### config.mk
export PLATFORM = sky130hd
export DESIGN_NAME = div_rem_sequencer_flat
export DESIGN_NICKNAME = d
export VERILOG_FILES = /design/src/rtl/div_rem_sequencer_if.sv /design/src/rtl/div_rem_sequencer.sv /design/src/flat_wrapper.sv
export SDC_FILE = /design/constraint.sdc
export NUM_CORES = 1
export LEC_CHECK = 0
export CAP_MARGIN = 20
export CORE_ASPECT_RATIO = 0.5
export CORE_MARGIN = 1
export CORE_UTILIZATION = 50
export CTS_CLUSTER_SIZE = 20
export DETAILED_ROUTE_END_ITERATION = 16
export PLACE_DENSITY = 0.79
export RECOVER_POWER = 25
export SLEW_MARGIN = 20
export SYNTH_ARGS = -nofsm -noshare
export SYNTH_HDL_FRONTEND = slang
export SYNTH_SLANG_ARGS = --single-unit
### constraint.sdc
create_clock -name clk -period 3.2 [get_ports clk]
set_input_delay 0.32 -clock clk [delete_from_list [all_inputs] [get_ports clk]]
set_output_delay 0.32 -clock clk [all_outputs]
set_load 0.02 [all_outputs]
### src/rtl/div_rem_sequencer_if.sv
// Request/response bundle between an issuing pipeline and the M-extension divide/remainder sequencer.
interface div_rem_sequencer_if;
  logic        i_valid;
  logic [1:0]  i_op;
  logic [31:0] i_rs1;
  logic [31:0] i_rs2;
  logic [4:0]  i_rd;
  logic        i_flush;
  logic        o_valid;
  logic [31:0] o_result;
  logic [4:0]  o_rd;
  logic        o_busy;

  modport master (
    output i_valid, i_op, i_rs1, i_rs2, i_rd, i_flush,
    input  o_valid, o_result, o_rd, o_busy
  );

  modport slave (
    input  i_valid, i_op, i_rs1, i_rs2, i_rd, i_flush,
    output o_valid, o_result, o_rd, o_busy
  );
endinterface

### src/rtl/div_rem_sequencer.sv
// Wraps a pipelined unsigned divider to implement RISC-V DIV/DIVU/REM/REMU, including
// sign fix-up, divide-by-zero and overflow results, flush and in-order completion.
module div_rem_sequencer #(
  parameter int LATENCY = 7
) (
  input  logic                      clk,
  input  logic                      rst,
  div_rem_sequencer_if.slave        bus,
  output logic [31:0]               div_dividend,
  output logic [31:0]               div_divisor,
  input  logic [31:0]               div_quotient,
  input  logic [31:0]               div_remainder
);

  typedef struct packed {
    logic        valid;
    logic [1:0]  op;
    logic        neg_q;
    logic        neg_r;
    logic        dz;
    logic [31:0] rs1;
    logic [4:0]  rd;
  } meta_t;

  meta_t       pipe [LATENCY];
  meta_t       entry;
  meta_t       tail;
  logic        is_signed;
  logic [31:0] result;
  logic        busy;

  // Negating 0x80000000 wraps to itself, which is the correct unsigned magnitude.
  always_comb begin
    is_signed    = ~bus.i_op[0];
    div_dividend = bus.i_rs1;
    div_divisor  = bus.i_rs2;
    if (is_signed && bus.i_rs1[31]) div_dividend = 32'd0 - bus.i_rs1;
    if (is_signed && bus.i_rs2[31]) div_divisor  = 32'd0 - bus.i_rs2;
  end

  always_comb begin
    entry       = '0;
    entry.valid = bus.i_valid & ~bus.i_flush;
    entry.op    = bus.i_op;
    entry.neg_q = is_signed & (bus.i_rs1[31] ^ bus.i_rs2[31]);
    entry.neg_r = is_signed & bus.i_rs1[31];
    entry.dz    = (bus.i_rs2 == 32'd0);
    entry.rs1   = bus.i_rs1;
    entry.rd    = bus.i_rd;
  end

  always_ff @(posedge clk) begin
    if (rst) begin
      for (int k = 0; k < LATENCY; k++) pipe[k] <= '0;
    end else begin
      pipe[0] <= entry;
      for (int k = 1; k < LATENCY; k++) begin
        pipe[k] <= pipe[k-1];
        if (bus.i_flush) pipe[k].valid <= 1'b0;
      end
    end
  end

  // The tail entry lines up with the divider outputs for the same op.
  always_comb begin
    tail   = pipe[LATENCY-1];
    result = div_quotient;
    if (tail.op[1]) begin
      if (tail.dz)         result = tail.rs1;
      else if (tail.neg_r) result = 32'd0 - div_remainder;
      else                 result = div_remainder;
    end else begin
      if (tail.dz)         result = 32'hFFFF_FFFF;
      else if (tail.neg_q) result = 32'd0 - div_quotient;
      else                 result = div_quotient;
    end
  end

  always_ff @(posedge clk) begin
    if (rst) begin
      bus.o_valid  <= 1'b0;
      bus.o_result <= 32'd0;
      bus.o_rd     <= 5'd0;
    end else if (bus.i_flush) begin
      bus.o_valid <= 1'b0;
    end else begin
      bus.o_valid <= tail.valid;
      if (tail.valid) begin
        bus.o_result <= result;
        bus.o_rd     <= tail.rd;
      end
    end
  end

  always_comb begin
    busy = bus.o_valid;
    for (int k = 0; k < LATENCY; k++) busy = busy | pipe[k].valid;
    bus.o_busy = busy;
  end

endmodule

### src/flat_wrapper.sv
// flat-port wrapper written by rule: the top's interface ports become plain ports
module div_rem_sequencer_flat 
#(
  parameter int LATENCY = 7
)
  (clk, rst, div_dividend, div_divisor, div_quotient, div_remainder, bus_i_valid, bus_i_op, bus_i_rs1, bus_i_rs2, bus_i_rd, bus_i_flush, bus_o_valid, bus_o_result, bus_o_rd, bus_o_busy);
  div_rem_sequencer_if bus_i ();
  input  logic clk;
  input  logic rst;
  output logic [31:0] div_dividend;
  output logic [31:0] div_divisor;
  input  logic [31:0] div_quotient;
  input  logic [31:0] div_remainder;
  input wire logic [$bits(bus_i.i_valid)-1:0] bus_i_valid;
  input wire logic [$bits(bus_i.i_op)-1:0] bus_i_op;
  input wire logic [$bits(bus_i.i_rs1)-1:0] bus_i_rs1;
  input wire logic [$bits(bus_i.i_rs2)-1:0] bus_i_rs2;
  input wire logic [$bits(bus_i.i_rd)-1:0] bus_i_rd;
  input wire logic [$bits(bus_i.i_flush)-1:0] bus_i_flush;
  output wire logic [$bits(bus_i.o_valid)-1:0] bus_o_valid;
  output wire logic [$bits(bus_i.o_result)-1:0] bus_o_result;
  output wire logic [$bits(bus_i.o_rd)-1:0] bus_o_rd;
  output wire logic [$bits(bus_i.o_busy)-1:0] bus_o_busy;
  assign bus_i.i_valid = bus_i_valid;
  assign bus_i.i_op = bus_i_op;
  assign bus_i.i_rs1 = bus_i_rs1;
  assign bus_i.i_rs2 = bus_i_rs2;
  assign bus_i.i_rd = bus_i_rd;
  assign bus_i.i_flush = bus_i_flush;
  assign bus_o_valid = bus_i.o_valid;
  assign bus_o_result = bus_i.o_result;
  assign bus_o_rd = bus_i.o_rd;
  assign bus_o_busy = bus_i.o_busy;
  div_rem_sequencer #(.LATENCY(LATENCY)) u_core (.clk(clk), .rst(rst), .bus(bus_i), .div_dividend(div_dividend), .div_divisor(div_divisor), .div_quotient(div_quotient), .div_remainder(div_remainder));
endmodule
# ---- Word-level counts from Yosys, hierarchy flattened
# Memories as Yosys holds them, arrays and structs flattened.
# Index checks and enable logic that the tools add are counted.
# Widths: inputs -> output; s select.
dict set report word_totals {
  regBits 38
  ram_bits 301
  output_inout_bits 103
  wordCells 65
  mem_count 1
}
dict set report classes {
  addsub 4
  n_mux 26
  bitwise_logic 26
  reduce_logical 5
}
# memory depth word_bits rd rd_clocked_by_memory_dff wr line
set mem_list {}
lappend mem_list {u_core.pipe 7 43 7 0 7 div_rem_sequencer.sv:25} ;# meta_t pipe [LATENCY];
# cell count
set op_table {}
lappend op_table {{$mux 43} 7}
lappend op_table {{$mux 32} 7}
lappend op_table {{$sub 1x32->32 const A} 4}
lappend op_table {{$logic_not 32->1} 1}
lappend op_table {{$or 1x1->1} 20}
lappend op_table {{$mux 1} 12}
lappend op_table {{$and 1x1->1} 3}
lappend op_table {{$logic_and 1x1->1} 2}
lappend op_table {{$not 1->1} 2}
lappend op_table {{$reduce_and 2->1} 1}
lappend op_table {{$reduce_or 2->1} 1}
lappend op_table {{$xor 1x1->1} 1}

# ---- Longest topological paths before layout
# An unclocked memory read counts as a cell.
dict set report logic_depth {
  depth_word 8
  depth_mapped 8
}

# ---- Least setup slack after synthesis
# OpenSTA, ideal clock, no wires.
dict set report synth_path {
  kind {input -> output}
  startpoint {input bus_i_rs2[2]}
  endpoint {output div_divisor[25]}
  arrival_ns 2.379
  required_time_ns 2.880
  setup_slack_ns 0.501
  stages 7
  path_buffers 1
  path_cell_list {or3_1 -> or4_1 -> or4_1 -> buf_2 -> nor3_1 -> a21oi_1 -> xor2_1}
}
dict set report synth_via {
  elab_chain_len 2
}
# item line
set synth_rtl {}
lappend synth_rtl {{start: declaration} flat_wrapper.sv:17} ;# input wire logic [$bits(bus_i.i_rs2)-1:0] bus_i_rs2;
lappend synth_rtl {{$sub 1x32->32} div_rem_sequencer.sv:38} ;# if (is_signed && bus.i_rs2[31]) div_divisor = 32'd0 - bus.i_rs2;
lappend synth_rtl {{$mux 32} div_rem_sequencer.sv:38}
lappend synth_rtl {{end: declaration} flat_wrapper.sv:11} ;# output logic [31:0] div_divisor;
# Every way passes these cells.

# ---- Worst setup path after layout
dict set report layout_path {
  startpoint {input bus_i_rs2[4]}
  endpoint {output div_divisor[27]}
}
# Same word-level chain as after synthesis.

==> out/results.ini <==
[logic_synthesis]
synth_largest_area_cell = dfxtp_1
yosysUniqueCellTypes = 64
netlist.area_leader.share = 0.527
synth-seq-cells = 332
ys.flop_type = dfxtp_1
synthTopCellsByArea = dfxtp_1, nor2b_1, xnor2_1
ys_async_sr_fraction = 0
synthCells = 1260
synth_edf_count = 4
syn_area_per_cell_um2 = 9.90
netlist_area_mm2 = 0.0125
ys_seq_area_frac = 0.536
yosysMostFrequentCell = dfxtp_1
yosysWarnings = 0
synth.top_cells.by_count = dfxtp_1, nor2b_1, xnor2_1

[pwr]
p_leak_nw = 6.39
pwr-share-clk = 0.385
power_density_mw_per_mm2 = 514
netSwitchingPower_w = 0.00207
combPwrFrac = 0.120
p_seq_frac = 0.495
ir_drop_mv = 0.385
power_w = 0.00861
p_int_w = 0.00654
sw_frac_of_total = 0.241

[sta]
timing.final.ws_setup_ns = 0.0419
fmax_ghz = 0.317
finalCritPeriodShare = 0.987
hold_viol_final = 0
final-setup-viol-count = 0
tightest_slew_ns = 2.01
relSlewSlack = -0.342
final.setup_skew_ns = 0.0196
maxSlewViolCount = 39
finalCriticalPeriod_ns = 3.16

[drt]
drt_pre_antenna_iters = 10
dr_total_vias = 9958
drt-initial-drc-count = 781
drt-vias-per-instance = 5.21
wl_mm = 35.5
wl_per_cell_um = 18.6
ant_nets = 0
post-route-drc-count = 0

[worst_setup_path]
arrival_ns = 2.84
worstSetupPathType = input pin to output port
crit_buf_inv = 3
worstPathCellList = dlymetal6s2s_1 > or3_4 > or4_4 > or4_4 > nor3_2 > buf_4 > a21oi_1 > xor2_1 > buf_4
worstReg2RegStart = u_core.pipe[1][123]
crit_path_top_delay_cell = or4_4
path_max_fanout = 3
r2r_slack_ns = 0.89
worstSetupEndpointType = output port
start_kind = input pin
crit_required_ns = 2.88
r2r-end = u_core.bus.o_result[22]
crit_path_max_incr_delay_ns = 0.57
critical-path-top-delay-family = simple AND/OR/NAND/NOR gates
rr_worst_depth = 4

[finish]
multi_input_area_mm2 = 0.00566
postLayoutCoreUtil = 0.692
final_cells = 1911
synthToLayoutAreaGrowth_pct = 34.5
drive_gt1_frac = 0.131
diodes = 0
fill_cells = 1826
seqCellArea_mm2 = 0.00669
final_nets = 1698

[flow_run]
max_cap_viol_count = 1

[clock_network]
h-tree-depth = 1
cts_sinks = 332
cts_root_buffer = clkbuf_16
cts_inserted_buffers = 27
insertion_delay_ns = 0.55
cts_post_setup_buffers_inserted = 0
clk_path_buf_depth = 3
clkTransAtPathRegs_ns = 0.07
postCtsHoldBufs = 0
cts_tree = built

[global_routing]
grt_pass1_wl_mm = 54.3
antenna_found_initial = 0
grt.overflow.total = 0
grt_pass1_vias = 9758
grt_max_degree = 107
grt_util_all_layers = 0.271

[placement]
hpwl_mm = 25.7
gp_congestion = 0.895
place_inst = 1862
pre_cts_slack_ns = -0.477
portBuffers = 241

[die]
die_h_um = 114
die_width_um = 225
die_area_mm2 = 0.0256
num_io_pins = 242
start_util = 0.515
rows = 40
core-area_mm2 = 0.0242

[outcome]
violations = capacitance limit, slew limit
status = complete, but fails checks

[min_path]
hold_depth = 2
hold_path.class = input pin to register
min_from = bus_i_rd[2]
min_to = u_core.pipe[0][2]

[layout by cell type (no fill, tap or decap), types with 27 or more instances in the layout]
| cell type | n |
|---|---|
| nand2_1 | 56 |
| clkbuf_16 | 27 |
| xor2_1 | 46 |
| buf_4 | 99 |
| o21ai_0 | 50 |
| clkdlybuf4s50_1 | 191 |
| nor2b_1 | 287 |
| nor2_1 | 63 |
| dfxtp_1 | 328 |
| a21oi_1 | 37 |
| xnor2_1 | 63 |
[metal layers]
layer,share of wire,global-route usage,up-vias
met4,0.016,0.0617,0
met5,0,0,-
met1,0.47,0.380,4710
met3,0.066,0.0482,40
li1,-,-,4845
met2,0.45,0.438,363
[sequential cells by signal, summed over array words and instances (netlist names)]
signal and flops:
u_core.bus.o_result 32, u_core.bus.o_valid 1, u_core.pipe 294, u_core.bus.o_rd 5
[through the flow]
step	hold slack [ns]	cell area (um2)	TNS (ns)
4_1_cts	0.0885	16700	-0.132
2_1_floorplan	0.396	12500	0
3_5_place_dp	0.421	15700	-9.81
6_report	0.335	16800	0
3_3_place_gp	0.417	15700	-10.10
5_1_grt	0.319	16800	-0.0294
[final cells by class]
| type | instances | share of cell area |
|---|---|---|
| repair buffers | 333 | 0.181 |
| flip-flops and latches | 332 | 0.399 |
| well taps | 336 | 0.0251 |
| clock buffers | 36 | 0.0465 |
| multi-input cells | 845 | 0.338 |
| inverters | 16 | 0.00358 |
| clock inverters | 13 | 0.00761 |
[cells by family after synthesis]
group           Yosys count  synth area share
buf+inv                  86            0.0269
flops                   332             0.536
compound gates          201             0.110
fa+ha+maj                 4           0.00401
xor+xnor                112            0.0787
mux                       5           0.00401
other cells               1          0.000301
simple gates            519             0.240
[worst register-to-register path, stage by stage, from the launching register on]
cell and delay [ns]:
dfxtp_1 0.66, clkinv_1 0.46, nand2_1 0.53, o21ai_0 0.24, a221oi_1 0.31
[worst max path at each step]
stage,endpoint,slack [ns],depth (start not counted),from
after floorplan,div_divisor[25],0.50,7,bus_i_rs2[2]
after global placement,div_divisor[27],-0.47,9,bus_i_rs2[2]
after detailed placement,div_divisor[30],-0.48,9,bus_i_rs2[14]
after CTS,div_divisor[27],-0.11,9,bus_i_rs2[2]
after global routing,div_dividend[23],-0.01,10,bus_i_rs1[2]
final,div_divisor[27],0.04,9,bus_i_rs2[4]
[power groups by stage]
stage	sequential, W	combinational, W	clock (W)
finish	0.00427	0.00103	0.00332
global route	0.00427	0.00109	0.00357
CTS	0.00427	0.00102	0.00338
detailed placement	0.00436	0.00103	0
global placement	0.00436	0.00103	0
floorplan	0.00437	0.000419	0
[what timing repair did]
item	4_1_cts	5_1_grt
pin swaps	4	13
setup endpoints to repair	35	36
gates resized for setup	93	59
(Power assumes the default switching activity.)
